$ cat config.mk
export PLATFORM = sky130hd
export DESIGN_NAME = state_control
export DESIGN_NICKNAME = d
export VERILOG_FILES = /design/src/rtl/state_control.sv
export SDC_FILE = /design/constraint.sdc
export NUM_CORES = 1
export LEC_CHECK = 0
export CORE_MARGIN = 5
export CORE_UTILIZATION = 40
export DETAILED_ROUTE_END_ITERATION = 7
export GPL_TIMING_DRIVEN = 0
export PLACE_DENSITY = 0.73
export SKIP_CTS_REPAIR_TIMING = 1
export SLEW_MARGIN = 20
export SYNTH_ARGS = -nofsm -noshare
export SYNTH_HDL_FRONTEND = slang
export SYNTH_SLANG_ARGS = --single-unit
$ cat constraint.sdc
create_clock -name clk -period 3.7 [get_ports clk]
set_input_delay 0.555 -clock clk [delete_from_list [all_inputs] [get_ports clk]]
set_output_delay 0.555 -clock clk [all_outputs]
set_load 0.005 [all_outputs]
$ cat src/rtl/state_control.sv
// Touch-panel vending controller: decodes touch presses into buttons and runs the select/pay/change FSM.
// Latency: one cycle from the first nonzero touch_data sample to the updated state, money and point_flag.
// Backpressure: none. Every sample is evaluated, and a held touch counts as a single press.
module state_control #(
    parameter logic [6:0] PRICE0 = 7'd3,
    parameter logic [6:0] PRICE1 = 7'd4,
    parameter logic [6:0] PRICE2 = 7'd10,
    parameter logic [6:0] PRICE3 = 7'd15
) (
    input  logic        clk,
    input  logic        rstn,
    input  logic [31:0] touch_data,
    output logic        point_flag,
    output logic [6:0]  money
);

    typedef enum logic [1:0] {
        IDLE = 2'd0,
        PAY  = 2'd1,
        DONE = 2'd2
    } state_t;

    typedef enum logic [3:0] {
        BTN_NONE,
        BTN_ITEM0,
        BTN_ITEM1,
        BTN_ITEM2,
        BTN_ITEM3,
        BTN_COIN1,
        BTN_COIN5,
        BTN_COIN10,
        BTN_CONFIRM,
        BTN_CANCEL
    } btn_t;

    state_t      state;
    logic [6:0]  price;
    logic        prev_touch;

    logic [15:0] x;
    logic [15:0] y;
    logic        touching;
    logic        press;
    btn_t        btn;
    logic        is_item;
    logic        is_coin;
    logic [6:0]  item_price;
    logic [3:0]  coin_val;
    logic [7:0]  coin_sum;
    logic [6:0]  money_add;

    assign x        = touch_data[31:16];
    assign y        = touch_data[15:0];
    assign touching = (touch_data != 32'd0);
    assign press    = touching && !prev_touch;

    // Map the touch coordinate onto a button region (all bounds inclusive).
    always_comb begin
        btn = BTN_NONE;
        if (y >= 16'd50 && y <= 16'd149) begin
            if (x <= 16'd199)                    btn = BTN_ITEM0;
            else if (x <= 16'd399)               btn = BTN_ITEM1;
        end else if (y >= 16'd150 && y <= 16'd249) begin
            if (x <= 16'd199)                    btn = BTN_ITEM2;
            else if (x <= 16'd399)               btn = BTN_ITEM3;
        end
        if (y >= 16'd50 && y <= 16'd119) begin
            if (x >= 16'd600 && x <= 16'd679)      btn = BTN_COIN1;
            else if (x >= 16'd680 && x <= 16'd759) btn = BTN_COIN5;
            else if (x >= 16'd760 && x <= 16'd799) btn = BTN_COIN10;
        end
        if (x >= 16'd600 && x <= 16'd759) begin
            if (y >= 16'd200 && y <= 16'd279)      btn = BTN_CONFIRM;
            else if (y >= 16'd290 && y <= 16'd349) btn = BTN_CANCEL;
        end
    end

    // Derive the item price and the saturating coin-added balance for the decoded button.
    always_comb begin
        is_item    = 1'b0;
        is_coin    = 1'b0;
        item_price = PRICE0;
        coin_val   = 4'd0;
        case (btn)
            BTN_ITEM0:  begin is_item = 1'b1; item_price = PRICE0; end
            BTN_ITEM1:  begin is_item = 1'b1; item_price = PRICE1; end
            BTN_ITEM2:  begin is_item = 1'b1; item_price = PRICE2; end
            BTN_ITEM3:  begin is_item = 1'b1; item_price = PRICE3; end
            BTN_COIN1:  begin is_coin = 1'b1; coin_val = 4'd1; end
            BTN_COIN5:  begin is_coin = 1'b1; coin_val = 4'd5; end
            BTN_COIN10: begin is_coin = 1'b1; coin_val = 4'd10; end
            default:    ;
        endcase
        coin_sum  = {1'b0, money} + {4'd0, coin_val};
        money_add = coin_sum[7] ? 7'd127 : coin_sum[6:0];
    end

    // Select/pay/change FSM with registered money and press pulse.
    always_ff @(posedge clk) begin
        if (!rstn) begin
            state      <= IDLE;
            price      <= 7'd0;
            money      <= 7'd0;
            point_flag <= 1'b0;
            prev_touch <= 1'b0;
        end else begin
            prev_touch <= touching;
            point_flag <= 1'b0;
            if (press && btn != BTN_NONE) begin
                case (state)
                    IDLE: begin
                        // Only item selection starts a transaction.
                        if (is_item) begin
                            price      <= item_price;
                            money      <= 7'd0;
                            state      <= PAY;
                            point_flag <= 1'b1;
                        end
                    end
                    PAY: begin
                        point_flag <= 1'b1;
                        if (is_item) begin
                            price <= item_price;
                        end else if (is_coin) begin
                            money <= money_add;
                        end else if (btn == BTN_CONFIRM) begin
                            // Short balance: pulse only, stay in PAY.
                            if (money >= price) begin
                                money <= money - price;
                                state <= DONE;
                            end
                        end else begin
                            money <= 7'd0;
                            state <= IDLE;
                        end
                    end
                    DONE: begin
                        money      <= 7'd0;
                        state      <= IDLE;
                        point_flag <= 1'b1;
                    end
                    default: begin
                        money <= 7'd0;
                        state <= IDLE;
                    end
                endcase
            end
        end
    end

endmodule

==> impl_metrics.toml, run 1 <==
[layout]
drive_above_1_share_pct = 12.1
n_antenna_cell = 0
postLayoutCoreUtil_pct = 58.2
synthToLayoutAreaGrowth_pct = 40.5
fillers = 384
fin_nets = 321

[clock_network]
clock_latency_ns = 0.25
clock_path_buffers = 2
clockRootBuffer = "clkbuf_8"
cts_buffers = 3
cts_max_level = 1
cts.sink_count = 15
clkTransAtPathRegs_ns = 0.07
cts_tree = "yes"

[synth]
synth.area.top_cells = "dfxtp_1, ha_1, nor2_1, inv_1, mux2i_1"
synthArstFlopShare_pct = 0
ys.flop_type = "dfxtp_1"
synth_top_cell_area_share_pct = 18.0
synth_cell_types = 58
ys_seq_area_share_pct = 18.0
synth_compound_area_share_pct = 28.8
synth_simple_gate_area_share_pct = 32.0
syn-num-nets = 265
synth_adder_area_share_pct = 11.2
synth_top_family_by_area = "simple AND/OR/NAND/NOR gates"
synth_warnings = 0
muxShareOfSynthArea_pct = 3.60
ys_ff_latch = 15
synth_cells = 218
netlist_area_um2 = 1670
synth_xor_area_share_pct = 1.57
synth_edf_count = 0
avgSynthCellArea_um2 = 7.66
synth_area_leader_cell = "dfxtp_1"

[pwr]
seq_power_share_pct = 43.0
peakVddDrop_uv = 256
combPwrFrac_pct = 21.3
power_density_nw_per_um2 = 162
power_switching_uw = 95.6
p_int_uw = 283
pwr-share-clk_pct = 35.7
sw_frac_of_total_pct = 25.2
leakage_nw = 0.880

[timing]
min_period_ns = 3.73
timing.final.ws_setup_ns = -0.0253
finalCritPeriodShare_pct = 101
clock_skew_ns = 0.0103
hold_viol = 0
fmax_mhz = 268
tightest_slew_ns = 0.796
hold_slack_ns = 0.495
rsz0062_at_grt = "true"
final_max_slew_viol_count = 0
setup-violations-final = 1
slew_headroom_pct = 46.2

[global_route]
grt_pass1_vias = 1759
antenna_found_initial = 0
grt_max_degree = 11
track_usage_pct = 18.5
grt.overflow.total = 0
grt_pass1_wl_um = 8180

[setup_path]
path_buf_inv = 2
cp_top_family = "simple AND/OR/NAND/NOR gates"
critical_path.max_stage_delay_ns = 0.54
crit_arrival_ns = 3.88
cp_slowest_cell = "or4_4"
end_kind = "flop"
critPathLaunchType = "input port"
worstSetupPathType = "in2reg"
cp_max_fo = 5
crit_chain = "clkbuf_2, or4_4, or3_4, buf_4, nor4b_4, nor2b_4, or2_4, ha_4, a21o_1, a211o_1, nor3b_4, o211ai_1, o221ai_2, o21ba_1, o21a_1"
worst_ep_required_time_ns = 3.85

[placed_design]
io_buffers = 40
dp_slack_ns = -0.732
gp_congestion = 0.848
dpl.hpwl_um = 3790

[route]
drt.antenna.violating_nets = 0
met1Wirelength_um = 2380
drt-vias-per-instance = 5.77
route.detailed.drc = 0
routed-wl-met3_um = 125
dr_total_vias = 1864
wl_met2_um = 2340
drt_pre_antenna_iters = 5
drt_iter0_drc = 106
dr.max_layer_used = "met4"
routed_wl_um = 4870
avgRoutedWirePerCell_um = 15.1

[run]
cap_violations = 0

[floorplanning]
die_area_um2 = 5560
die_w_um = 74.6
start_util_pct = 41.4
die_y_um = 74.6
io_pins = 42
core-area_um2 = 4030
fp-row-count = 23

[run_status]
status = "finished, violations left"
violations = "setup timing"

[worst_hold_path]
hold_path_class = "reg2reg"
## cells in the final DEF (no fill, tap or decap), types with 3 or more instances in the layout
cell type and n:
a21o_1 3, a21oi_1 11, and2_1 3, buf_4 10, clkbuf_1 4, clkbuf_8 3, clkdlybuf4s50_1 35, dfxtp_1 15
dlymetal6s2s_1 3, ha_1 10, inv_1 16, mux2i_1 6, nand2_1 6, nand2b_1 7, nand3_1 10, nor2_1 21
nor2b_1 5, nor3_1 7, nor4_1 6, o211ai_1 3, o21ai_0 9, o21ai_1 6, o22ai_1 7, or3_1 4
xnor2_1 3
## layer usage
metal,up-vias,GRT usage (%)
met5,-,0
met4,0,3.95
met3,4,3.24
met2,28,29.2
met1,879,26.5
li1,953,-
## power by group through the flow
stage               Clock, mW  Combinational (mW)  Sequential [mW]
global placement            0              0.0743            0.166
CTS                     0.138              0.0761            0.163
detailed placement          0              0.0759            0.166
global route            0.147              0.0872            0.163
floorplan                   0              0.0254            0.166
finish                  0.135              0.0806            0.163
## tightest hold or removal path, delay by kind of cell, from the launching register on
kind            cells  cell delay, ns
compound gates      1            0.05
flops               1            0.32
simple gates        1            0.07
## final timing paths
path,cells after the start,slack (ns),startpoint,endpoint
min reg2reg,2,0.50,price[0]$_SDFFE_PN0P_,price[0]$_SDFFE_PN0P_
max reg2reg,9,1.19,money[1]$_SDFFE_PN0P_,money[0]$_SDFFE_PN0P_
min,2,0.50,price[0]$_SDFFE_PN0P_,price[0]$_SDFFE_PN0P_
max,15,-0.03,touch_data[28],money[4]$_SDFFE_PN0P_
## sequential cells by signal, summed over array words and instances, names as in the netlist
| name | count |
|---|---|
| money | 7 |
| state | 2 |
| point_flag | 1 |
| price | 4 |
| prev_touch | 1 |
## cell usage after synthesis (5+ instances only)
library cell / number
a21oi_1: 11
dfxtp_1: 15
ha_1: 11
inv_1: 17
mux2i_1: 6
nand2_1: 6
nand2b_1: 7
nand3_1: 10
nor2_1: 21
nor2b_1: 7
nor3_1: 7
nor4_1: 7
o21ai_0: 10
o21ai_1: 5
o22ai_1: 7
## metrics by stage
| step | area [um^2] | power [mW] | TNS, ns | cells |
|---|---|---|---|---|
| 6_report | 2340 | 0.379 | -0.0253 | 323 |
| 5_1_grt | 2340 | 0.397 | -0.246 | 323 |
| 4_1_cts | 2190 | 0.377 | -2.10 | 312 |
| 3_5_place_dp | 2150 | 0.242 | -3.92 | 308 |
| 3_3_place_gp | 2150 | 0.241 | -3.67 | 308 |
| 2_1_floorplan | 1680 | 0.192 | 0 | 218 |
## cell type report
class                   instances  area [um^2]  area share (%)
plain buffers                   4         16.3           0.694
clock buffers                   4         45.0            1.92
inverters                      17         63.8            2.72
multi-input cells             182         1360            58.2
flip-flops and latches         15          300            12.8
well taps                      50         62.6            2.67
repair buffers                 51          493            21.0
## logic make-up (layout without fill, tap and decap cells)
| logic type | Yosys count | in the layout |
|---|---|---|
| DFF | 15 | 15 |
| AOI/OAI and AO/OA | 66 | 66 |
| buffers and inverters | 21 | 76 |
| adders and majority gates | 14 | 14 |
| xor gates and xnor gates | 3 | 3 |
| and+or+nand+nor | 93 | 93 |
| muxes | 6 | 6 |
No activity file was read; power rests on OpenSTA's default activity.
==> run 2, diff against run 1 <==
- CTS_CLUSTER_DIAMETER: unset -> 50
- SKIP_LAST_GASP: unset -> 1
==> results of run 2 <==
No change in the layout: final DEF, timing and power equal those of run 1.
==> run 3, diff against run 2 <==
- PLACE_DENSITY: 0.73 -> 0.7
- clock period: 3.7 -> 3.75 ns (I/O delays scaled with it)
==> impl_metrics.toml, run 3 (same netlist as run 1, synthesis figures left out) <==
[floorplanning]
io_pins = 42
die_w_um = 74.6
fp-row-count = 23
die_y_um = 74.6
die_area_um2 = 5560
core-area_um2 = 4030
start_util_pct = 41.4

[run]
cap_violations = 0

[timing]
clock_skew_ns = 0.00208
finalCritPeriodShare_pct = 98.2
hold_viol = 0
timing.final.ws_setup_ns = 0.0670
min_period_ns = 3.68
slew_headroom_pct = 46.7
final_max_slew_viol_count = 0
tightest_slew_ns = 0.794
setup-violations-final = 0
fmax_mhz = 272

[route]
avgRoutedWirePerCell_um = 15.7
drt_iter0_drc = 153
dr_total_vias = 1892
route.detailed.drc = 0
drt.antenna.violating_nets = 0
routed_wl_um = 5060
drt_pre_antenna_iters = 4
drt-vias-per-instance = 5.86

[layout]
top_register = "money"
layout.cells.non_filler = 323
postLayoutCoreUtil_pct = 59.6
final_area_um2 = 2400
fin_nets = 321
n_antenna_cell = 0
largest_reg_flops = 7
largestRegisters = "money (7), price (4), state (2)"
synthToLayoutAreaGrowth_pct = 43.9
drive_above_1_share_pct = 12.1
final_cell_mix = "nor2_1, clkdlybuf4s50_1, dlymetal6s2s_1, inv_1, dfxtp_1"

[setup_path]
cp_max_fo = 6
startpoint = "touch_data[20]"
end_kind = "flop"
critPathLaunchType = "input port"
crit_arrival_ns = 3.83
worst_ep_required_time_ns = 3.90
r2r-start = "money[1]$_SDFFE_PN0P_"
r2r_cells = 9
worstSetupPathType = "in2reg"

[pwr]
peakVddDrop_uv = 158
power_switching_uw = 102
p_int_uw = 275
sw_frac_of_total_pct = 27.0
seq_power_share_pct = 42.6
pwr-share-clk_pct = 36.7
combPwrFrac_pct = 20.7
power_density_nw_per_um2 = 157
leakage_nw = 1.02

[run_status]
status = "completed"

[global_route]
grt_pass1_vias = 1662
antenna_found_initial = 0
track_usage_pct = 17.8
grt_pass1_wl_um = 7830
grt_max_degree = 11
grt.overflow.total = 0

[placed_design]
dpl.hpwl_um = 3770
place_area_um2 = 2140
dp_slack_ns = -0.837
gp_congestion = 0.899
io_buffers = 40
dp_cells = 308

[worst_hold_path]
holdPathStages = 2
min_from = "price[0]$_SDFFE_PN0P_"
hold_path_class = "reg2reg"

[clock_network]
cts_buffers = 3
clkTransAtPathRegs_ns = 0.07
cts_max_level = 1
clock_path_buffers = 2
clockRootBuffer = "clkbuf_8"
cts.sink_count = 15
cts_tree = "yes"
clock_latency_ns = 0.25
==> run 3: changes by cell type in the layout (fill, tap and decap cells not counted), sizes merged <==
cell,change
dlymetal6s2s,+16
clkinvlp,+1
clkdlybuf4s50,-14
clkbuf,-3
==> run 3: worst max-delay path, stage by stage <==
cell and delay (ns):
clkdlybuf4s50_1 0.56, and3_1 0.19, nand3_1 0.13, o21ai_0 0.21, nor4b_4 0.37, buf_4 0.19, buf_4 0.11, ha_1 0.21
a21o_1 0.19, a211o_1 0.28, nor3b_4 0.18, o211ai_1 0.15, o221ai_2 0.12, o21ba_1 0.21, o21a_1 0.17
==> run 3: final timing paths <==
check	endpoint	slack [ns]
min	price[0]$_SDFFE_PN0P_	0.48
max reg2reg	money[0]$_SDFFE_PN0P_	1.24
min reg2reg	price[0]$_SDFFE_PN0P_	0.48
max	money[4]$_SDFFE_PN0P_	0.07
==> run 3: power groups by stage <==
stage | logic (mW) | clock network, mW | registers (mW)
2_1_floorplan | 0.0246 | 0 | 0.164
6_report | 0.0781 | 0.138 | 0.161
4_1_cts | 0.0747 | 0.143 | 0.161
5_1_grt | 0.0838 | 0.151 | 0.161
3_3_place_gp | 0.0736 | 0 | 0.164
3_5_place_dp | 0.0744 | 0 | 0.164
==> run 3: area by class of cell <==
cell class | instances | area (um^2)
fillers | 389 | 1630
multi-input cells | 182 | 1380
repair buffers | 51 | 531
flip-flops and latches | 15 | 300
inverters | 17 | 63.8
well taps | 50 | 62.6
clock buffers | 3 | 41.3
plain buffers | 4 | 16.3
clock inverters | 1 | 7.51
==> run 3: per-stage QoR <==
step                hold WS, ns  power (mW)  TNS, ns
floorplan                 0.450       0.189        0
global placement          0.465       0.238    -4.24
detailed placement        0.467       0.239    -4.64
CTS                       0.479       0.378    -2.76
global route              0.490       0.395  -0.0600
finish                    0.477       0.377        0
==> run 3: metal layers <==
metal	GRT usage [%]	wire length, um	vias to the layer above
met5	0	0	-
met4	1.78	0	0
met3	3.38	309	0
met1	25.7	2340	886
li1	-	-	953
met2	28.6	2410	53
